File: src/rtl/alarm_timer.sv
// -----------------------------------------------------------------------------
// alarm_timer
//
// Purpose: times one alarm period of DURATION ticks, where a tick is TICK_DIV
// clk cycles. While running, the LED selected by the latched alarm code blinks
// with a 50% duty cycle per tick, and the buzzer pulses in phase with it.
// When the period has elapsed the block holds done high until it is cleared.
//
// Ports:
//   clk        in   system clock; all state changes on the rising edge
//   reset_n    in   asynchronous active-low reset
//   en         in   count enable (low = pause while running)
//   r_setn     in   synchronous active-low clear; overrides everything else
//   code_sel   in   [1:0] alarm code; latched only on IDLE->RUN entry
//   done       out  alarm period complete (level, DONE state)
//   led        out  [3:0] one-hot blink output for the latched code
//   buzzer     out  audible pulse, same phase as the active led
//   remaining  out  [7:0] ticks left in the current alarm
//   dbg_state  out  [1:0] FSM state (0 IDLE, 1 RUN, 2 DONE) for observation
//
// Control semantics: en and r_setn are level controls sampled on every rising
// edge. r_setn=0 wins over en and over a tick landing on the same edge.
// There is no valid/ready handshake on this block.
// -----------------------------------------------------------------------------
module alarm_timer #(
  parameter int TICK_DIV = 100000000,
  parameter int DURATION = 10
) (
  input  logic       clk,
  input  logic       reset_n,
  input  logic       en,
  input  logic       r_setn,
  input  logic [1:0] code_sel,
  output logic       done,
  output logic [3:0] led,
  output logic       buzzer,
  output logic [7:0] remaining,
  output logic [1:0] dbg_state
);

  localparam int PW = (TICK_DIV > 2) ? $clog2(TICK_DIV) : 1;
  localparam logic [PW-1:0] PRESC_MAX = PW'(TICK_DIV - 1);
  localparam logic [PW-1:0] PRESC_HALF = PW'(TICK_DIV / 2);
  localparam logic [7:0] DUR = 8'(DURATION);
  localparam logic [7:0] DUR_LAST = 8'(DURATION - 1);

  typedef enum logic [1:0] {
    S_IDLE = 2'd0,
    S_RUN  = 2'd1,
    S_DONE = 2'd2
  } state_e;

  state_e        state_q, state_d;
  logic [PW-1:0] presc_q, presc_d;
  logic [7:0]    elapsed_q, elapsed_d;
  logic [1:0]    code_q, code_d;
  logic          phase_q, phase_d;

  // State register
  always_ff @(posedge clk or negedge reset_n) begin
    if (!reset_n) begin
      state_q   <= S_IDLE;
      presc_q   <= '0;
      elapsed_q <= '0;
      code_q    <= '0;
      phase_q   <= 1'b0;
    end else begin
      state_q   <= state_d;
      presc_q   <= presc_d;
      elapsed_q <= elapsed_d;
      code_q    <= code_d;
      phase_q   <= phase_d;
    end
  end

  // Next-state logic
  always_comb begin
    state_d   = state_q;
    presc_d   = presc_q;
    elapsed_d = elapsed_q;
    code_d    = code_q;

    if (!r_setn) begin
      state_d   = S_IDLE;
      presc_d   = '0;
      elapsed_d = '0;
    end else begin
      unique case (state_q)
        S_IDLE: begin
          presc_d   = '0;
          elapsed_d = '0;
          if (en) begin
            state_d = S_RUN;
            code_d  = code_sel;
          end
        end
        S_RUN: begin
          // en=0 leaves every counter untouched (pause)
          if (en) begin
            if (presc_q == PRESC_MAX) begin
              presc_d = '0;
              if (elapsed_q == DUR_LAST) begin
                state_d   = S_DONE;
                elapsed_d = DUR;
              end else begin
                elapsed_d = elapsed_q + 8'd1;
              end
            end else begin
              presc_d = presc_q + PW'(1);
            end
          end
        end
        S_DONE: begin
          // frozen until r_setn=0
        end
        default: begin
          state_d   = S_IDLE;
          presc_d   = '0;
          elapsed_d = '0;
        end
      endcase
    end

    // Phase is stored so the blink outputs come straight from a flop;
    // it is the first half of each tick, and zero whenever not running.
    phase_d = (state_d == S_RUN) && (presc_d < PRESC_HALF);
  end

  // Output decode from registered state only
  always_comb begin
    done      = 1'b0;
    led       = 4'b0000;
    buzzer    = phase_q;
    remaining = DUR;
    dbg_state = state_q;
    unique case (state_q)
      S_IDLE: remaining = DUR;
      S_RUN: begin
        remaining    = DUR - elapsed_q;
        led[code_q]  = phase_q;
      end
      S_DONE: begin
        done      = 1'b1;
        remaining = 8'd0;
      end
      default: remaining = DUR;
    endcase
  end

endmodule
File: config.mk
export PLATFORM = sky130hd
export DESIGN_NAME = alarm_timer
export DESIGN_NICKNAME = d
export VERILOG_FILES = /design/src/rtl/alarm_timer.sv
export SDC_FILE = /design/constraint.sdc
export NUM_CORES = 1
export LEC_CHECK = 0
export ABC_AREA = 1
export CAP_MARGIN = 20
export CORE_MARGIN = 1.5
export CORE_UTILIZATION = 50
export CTS_CLUSTER_SIZE = 12
export DETAILED_ROUTE_END_ITERATION = 6
export PLACE_DENSITY_LB_ADDON = 0.2
export SLEW_MARGIN = 30
export SYNTH_ARGS = -nofsm -noshare
export SYNTH_HDL_FRONTEND = slang
export SYNTH_SLANG_ARGS = --single-unit
File: constraint.sdc
create_clock -name clk -period 1.89 [get_ports clk]
set_clock_uncertainty 0.15 [all_clocks]
set_input_delay 0.189 -clock clk [delete_from_list [all_inputs] [get_ports clk]]
set_output_delay 0.189 -clock clk [all_outputs]
set_load 0.03 [all_outputs]
-- Word-level counts from Yosys, hierarchy flattened
Cells that the tools add are included.
- bits in registers: 40
- word-level logic and storage cells: 45
- $add $sub $neg: 3
- $lt $le $gt $ge: 3
- eq/ne operators: 8
- multiplexer cells: 20
- bitwise gates (word level): 1
- reductions and logical operators: 5
- operators by type and width (kind ; count):
    $mux W27 ; 3
    $pmux W27 S2 ; 1
    $mux W8 ; 4
    $pmux W8 S2 ; 2
    $add A27 B1 Y27 const B ; 1
    $eq A27 B27 Y1 const B ; 1
    $lt A27 B26 Y1 const B ; 1
    $mux W2 ; 5
    $add A8 B1 Y8 const B ; 1
    $eq A8 B4 Y1 const B ; 1
    $sub A4 B8 Y8 const A ; 1
    $ne A3 B3 Y1 const B ; 2
    $pmux W2 S3 ; 1
    $reduce_and A3 Y1 ; 2
    $and A4 B4 Y4 ; 1
    $eq A2 B1 Y1 const B ; 2
    $mux W4 ; 1
    $lt A2 B3 Y1 const B ; 1
    $demux W1 S2 ; 1
    $eq A2 B2 Y1 const B ; 1
    $ge A2 B1 Y1 const B ; 1
    $logic_and A1 B1 Y1 ; 2
    $logic_not A2 Y1 ; 1
    $mux W1 ; 2
    $ne A2 B2 Y1 const B ; 1

-- Logic depth before layout (Yosys ltp)
- depth in word-level cells: 8
- gate-level depth with buffers: 18

-- Worst setup path before layout
OpenSTA, ideal clock, no wires.
- path type: register to output
- start point: register state_q[1], in the netlist dbg_state[1]
- end point: output remaining[4]
- data arrival time: 2.104 ns
- data required time: 1.551 ns
- setup slack: -0.553 ns
- cell stages (with the launch flop): 7
- buffers on the path: 2
- path through: dfrtp_1 -> inv_1 -> ha_1 -> buf_4 -> clkbuf_1 -> nand2_1 -> nor3_1
- longest elaborated chain between the ends: 2
- RTL lines (what ; RTL line ; text):
    start: declaration ; 53 ; state_e state_q, state_d;
    start signal: assignment ; 68 ; state_q <= state_d;
    $eq A2 B2 Y1 or $eq A2 B1 Y1 (tied branches) ; 136 ; unique case (state_q)
    $pmux W8 S2 * ; 136 ;
    end: declaration ; 37 ; output logic [7:0] remaining,
Mark *: on every way between the ends. The rest lies on a longest branch, timed or not.

-- Worst setup path in the final report
- start point: register presc_q[12]
- end point: register phase_q, in the netlist buzzer
- longest elaborated chain between the ends: 7
- RTL lines (what ; RTL line ; text):
    start: declaration ; 54 ; logic [PW-1:0] presc_q, presc_d;
    start signal: assignment ; 69 ; presc_q <= presc_d;
    $add A27 B1 Y27 or $eq A27 B27 Y1 (tied branches) ; 109, 100 ;
    $mux W27 or $mux W2 (tied branches) ; 100 ; if (presc_q == PRESC_MAX) begin
    $mux W27 or $mux W2 (tied branches) ; 99 ; if (en) begin
    $pmux W27 S2 or $pmux W2 S3 (tied branches) ; 88 ; unique case (state_q)
    $mux W27 or $mux W2 (tied branches) ; 83 ; if (!r_setn) begin
    $lt A27 B26 Y1 or $eq A2 B1 Y1 (tied branches) ; 126 ; phase_d = (state_d == S_RUN) && (presc_d < PRESC_HALF);
    $logic_and A1 B1 Y1 * ; 126 ;
    via phase_d ; 57 ; logic phase_q, phase_d;
    end signal: assignment ; 72 ; phase_q <= phase_d;
    end: declaration ; 57 ;
Mark *: on every way through the listed nets, which the timed path passes. The rest lies on a longest branch.
A chain may end at the register's enable or synchronous reset.

==> results.yml <==
run:
  drv_cap: 0
worst_setup_path:
  cp_cell_sequence: "inv_1 > nand2_1 > nor2_1 > nand2_1 > nor2_4 > nand3_4 > nand2_4 > inv_4 > buf_4 > buf_6 > nand2_4 > nand2_1 > o21ai_1 > nand2_1 > nand3_1 > nand2_1 > nand2_1"
  critPathMaxFanout: 5
  arrival_ns: 3.03
  crit_path_frequent_cell: "nand2_1"
  cpPeakStageDelay_ns: 0.40
  slowest_stage: "dfrtp_1"
  timing.rr.end: "buzzer"
  r2r_start: "presc_q[12]"
  rrSetupSlack_ns: -1.02
  r2r_cells: 17
  path_buf_inv: 4
  required_ns: 2.01
  setup.worst_path.start_class: "flip-flop"
  critPathCaptureType: "flip-flop"
  crit_family: "simple AND/OR/NAND/NOR gates"
  critical_path_class: "reg -> reg"
floorplan:
  start_util_pct: 52.97
  die_x_um: 82.90
  rows: 28
  die_area_sq_mm: 0.006872
  io_pins: 22
  coreArea_sq_mm: 0.006026
  die_h_um: 82.90
final_layout:
  antennaDiodeCount: 0
  syn_to_final_growth_pct: 70.99
  stdcell_count: 725
  multi_input_area_sq_mm: 0.002557
  fin_nets: 663
  drive_gt1_share_pct: 47.69
  fillers: 211
  seq_area_sq_mm: 0.001010
sta:
  fmax_mhz: 343.1
  rsz0062_at_grt: "yes"
  setup_viol: 49
  hold_violations: 0
  tightestPinTransition_ns: 0.6011
  maxSlewHeadroom_pct: 59.93
  finalCriticalPeriod_ns: 2.914
  finalCritPeriodShare_pct: 154.2
  worst_slack_ns: -1.024
  slew_violations: 0
drt:
  drcViolationCount: 259
  viasPerCell: 7.055
  avgRoutedWirePerCell_um: 27.87
  num_vias: 5115
  ant_nets: 0
  drt_iter0_drc: 1503
  totalWireLength_um: 20210
  drt_pass1_iterations: 7
global_route:
  grt_use_met3_pct: 7.753
  grt_use_total_pct: 38.25
  antenna_found_initial: 0
  first_global_vias: 4123
  use_met1_pct: 47.12
  grt_pass1_wl_um: 20950
  grt_util_met2_pct: 62.01
  grt_max_degree: 21
  grt_overflow: 0
  grt_most_used_layer: "met2"
synthesis:
  syn_nets: 507
  netlist-cell-type-count: 44
  synth-edff-count: 0
  async_flop_share_pct: 100.0
  synth_seq_area_share_pct: 31.36
  netlist_area_sq_mm: 0.003192
  ys_ff_latch: 40
  netlist_instances: 493
  syn_avg_cell_area_sq_um: 6.474
  synth-main-ff-cell: "dfrtp_1"
  synth_warnings: 0
place:
  numPortBuffers: 21
  place.gp.congestion: 0.9746
  dp_hpwl_um: 7570
  dp_slack_ns: -0.4010
  dp_cells: 683
clocking:
  cts_buffers: 5
  cts_tree: "built"
  cts-root-buf: "clkbuf_8"
  path_clk_slew_ns: 0.10
  htreeDepth: 2
  clock_path_buffers: 2
  clk_latency_ns: 0.34
  numClockSinks: 40
outcome:
  status: "finished, violations left"
  violations: "DRC, setup timing"
pwr:
  peakVddDrop_uv: 482.8
  power_leakage_nw: 2.544
  p_per_area_mw_per_mm2: 460.0
hold_path:
  hold_path_class: "in -> async"
## metrics by stage
| stage | utilization [%] | area (sq um) | total power (W) | hold WS (ns) | setup TNS (ns) |
|---|---|---|---|---|---|
| global placement | 71.95 | 4335 | 0.001294 | 0.02964 | -1.631 |
| global route | 90.57 | 5458 | 0.002508 | 0.2653 | -20.54 |
| floorplan | - | 3353 | 0.001131 | -0.2566 | -0.1034 |
| detailed placement | 71.95 | 4335 | 0.001302 | 0.02851 | -2.477 |
| finish | 90.57 | 5458 | 0.002511 | 0.2254 | -19.12 |
| CTS | 81.73 | 4925 | 0.002252 | 0.2376 | -2.421 |
## state kept, by name (all words and copies together) (netlist names)
register and count:
dbg_state 2, code_q 2, presc_q 27, elapsed_q 8
buzzer 1
## cell usage in the layout, fill, tap and decap left out, types with 3 or more instances in the layout
cell / n
a21oi_1: 12
nand2_4: 16
clkdlybuf4s50_1: 5
nor3_4: 8
ha_4: 4
buf_6: 35
inv_4: 4
o21ai_2: 5
nand3_2: 7
o21ai_0: 4
nand3_1: 27
xor2_1: 3
a21oi_2: 8
nand2_1: 124
buf_4: 111
nand3_4: 3
dfrtp_2: 7
o21ai_1: 7
clkbuf_8: 5
inv_1: 53
nor2_4: 17
inv_2: 8
nor3_2: 4
ha_1: 3
dfrtp_1: 33
nand2_8: 4
nor2_1: 41
buf_8: 3
nand4_1: 13
nor2_2: 11
nand2_2: 22
a21oi_4: 3
## power by group
group          total (W)  internal, W  switching, W
sequential      0.000917     0.000874     0.0000432
combinational   0.000652     0.000247      0.000405
clock           0.000942     0.000530      0.000412
total            0.00251      0.00165      0.000860
## area by class of cell
cell class / count / area share [%]
Timing Repair Buffer: 160 / 25.36
Clock inverter: 2 / 1.100
Tap cell: 75 / 1.719
Sequential cell: 40 / 18.50
Inverter: 69 / 5.135
Multi-Input combinational cell: 373 / 46.86
Clock buffer: 6 / 1.330
## cells by family (layout without fill, tap and decap cells)
family / Yosys count / after routing / share of synthesized area (%)
xor gates and xnor gates: 5 / 5 / 1.372
buffers and inverters: 81 / 237 / 10.27
AOI/OAI and AO/OA: 53 / 53 / 10.35
and+or+nand+nor: 306 / 307 / 43.51
adders and majority gates: 8 / 8 / 3.136
DFF: 40 / 40 / 31.36
## per-layer routing
metal	up-vias	wire length [um]
met3	302	3529
met1	2252	6137
met4	6	2569
met5	-	115
li1	1881	-
met2	674	7857
## cells in the mapped netlist, types with 2 or more instances
library cell / number / area [sq um]
nand2_1: 154 / 578.1
a21oi_2: 4 / 35.03
nor2_1: 61 / 229.0
o41ai_1: 2 / 17.52
buf_4: 3 / 22.52
xor2_1: 5 / 43.79
o21ai_0: 11 / 55.05
inv_1: 62 / 232.7
nand3_1: 34 / 170.2
nor3_1: 13 / 65.06
nand2_2: 9 / 56.30
dfrtp_1: 40 / 1001
inv_2: 5 / 18.77
a22oi_1: 2 / 15.01
nand3_2: 2 / 20.02
buf_2: 3 / 15.01
nor2_2: 4 / 25.02
a21oi_1: 18 / 90.09
o21ai_1: 6 / 30.03
nor4_1: 2 / 12.51
nand4_1: 13 / 81.33
clkbuf_1: 5 / 18.77
nand2_4: 2 / 22.52
nand3b_1: 2 / 15.01
nor3b_1: 2 / 15.01
ha_1: 8 / 100.1
nor2_4: 4 / 45.04
## worst max-delay path by stage
stage | cells after the start | start | to | slack [ns]
floorplan | 15 | presc_q[0] | buzzer | -0.09
global placement | 17 | en | buzzer | -0.34
detailed placement | 17 | en | buzzer | -0.40
CTS | 18 | presc_q[1] | buzzer | -0.26
global route | 18 | presc_q[12] | buzzer | -1.04
finish | 17 | presc_q[12] | buzzer | -1.02
## timing repair
action / 4_1_cts / 5_1_grt
gates cloned: 1 / 0
pin swaps: 13 / 27
endpoints found under the hold margin: 18 / 0
resized for setup: 76 / 120
endpoints found under the setup margin: 35 / 45
buffers inserted: 26 / 16
hold buffers: 1 / 0
Power figures use the tool's default switching activity.
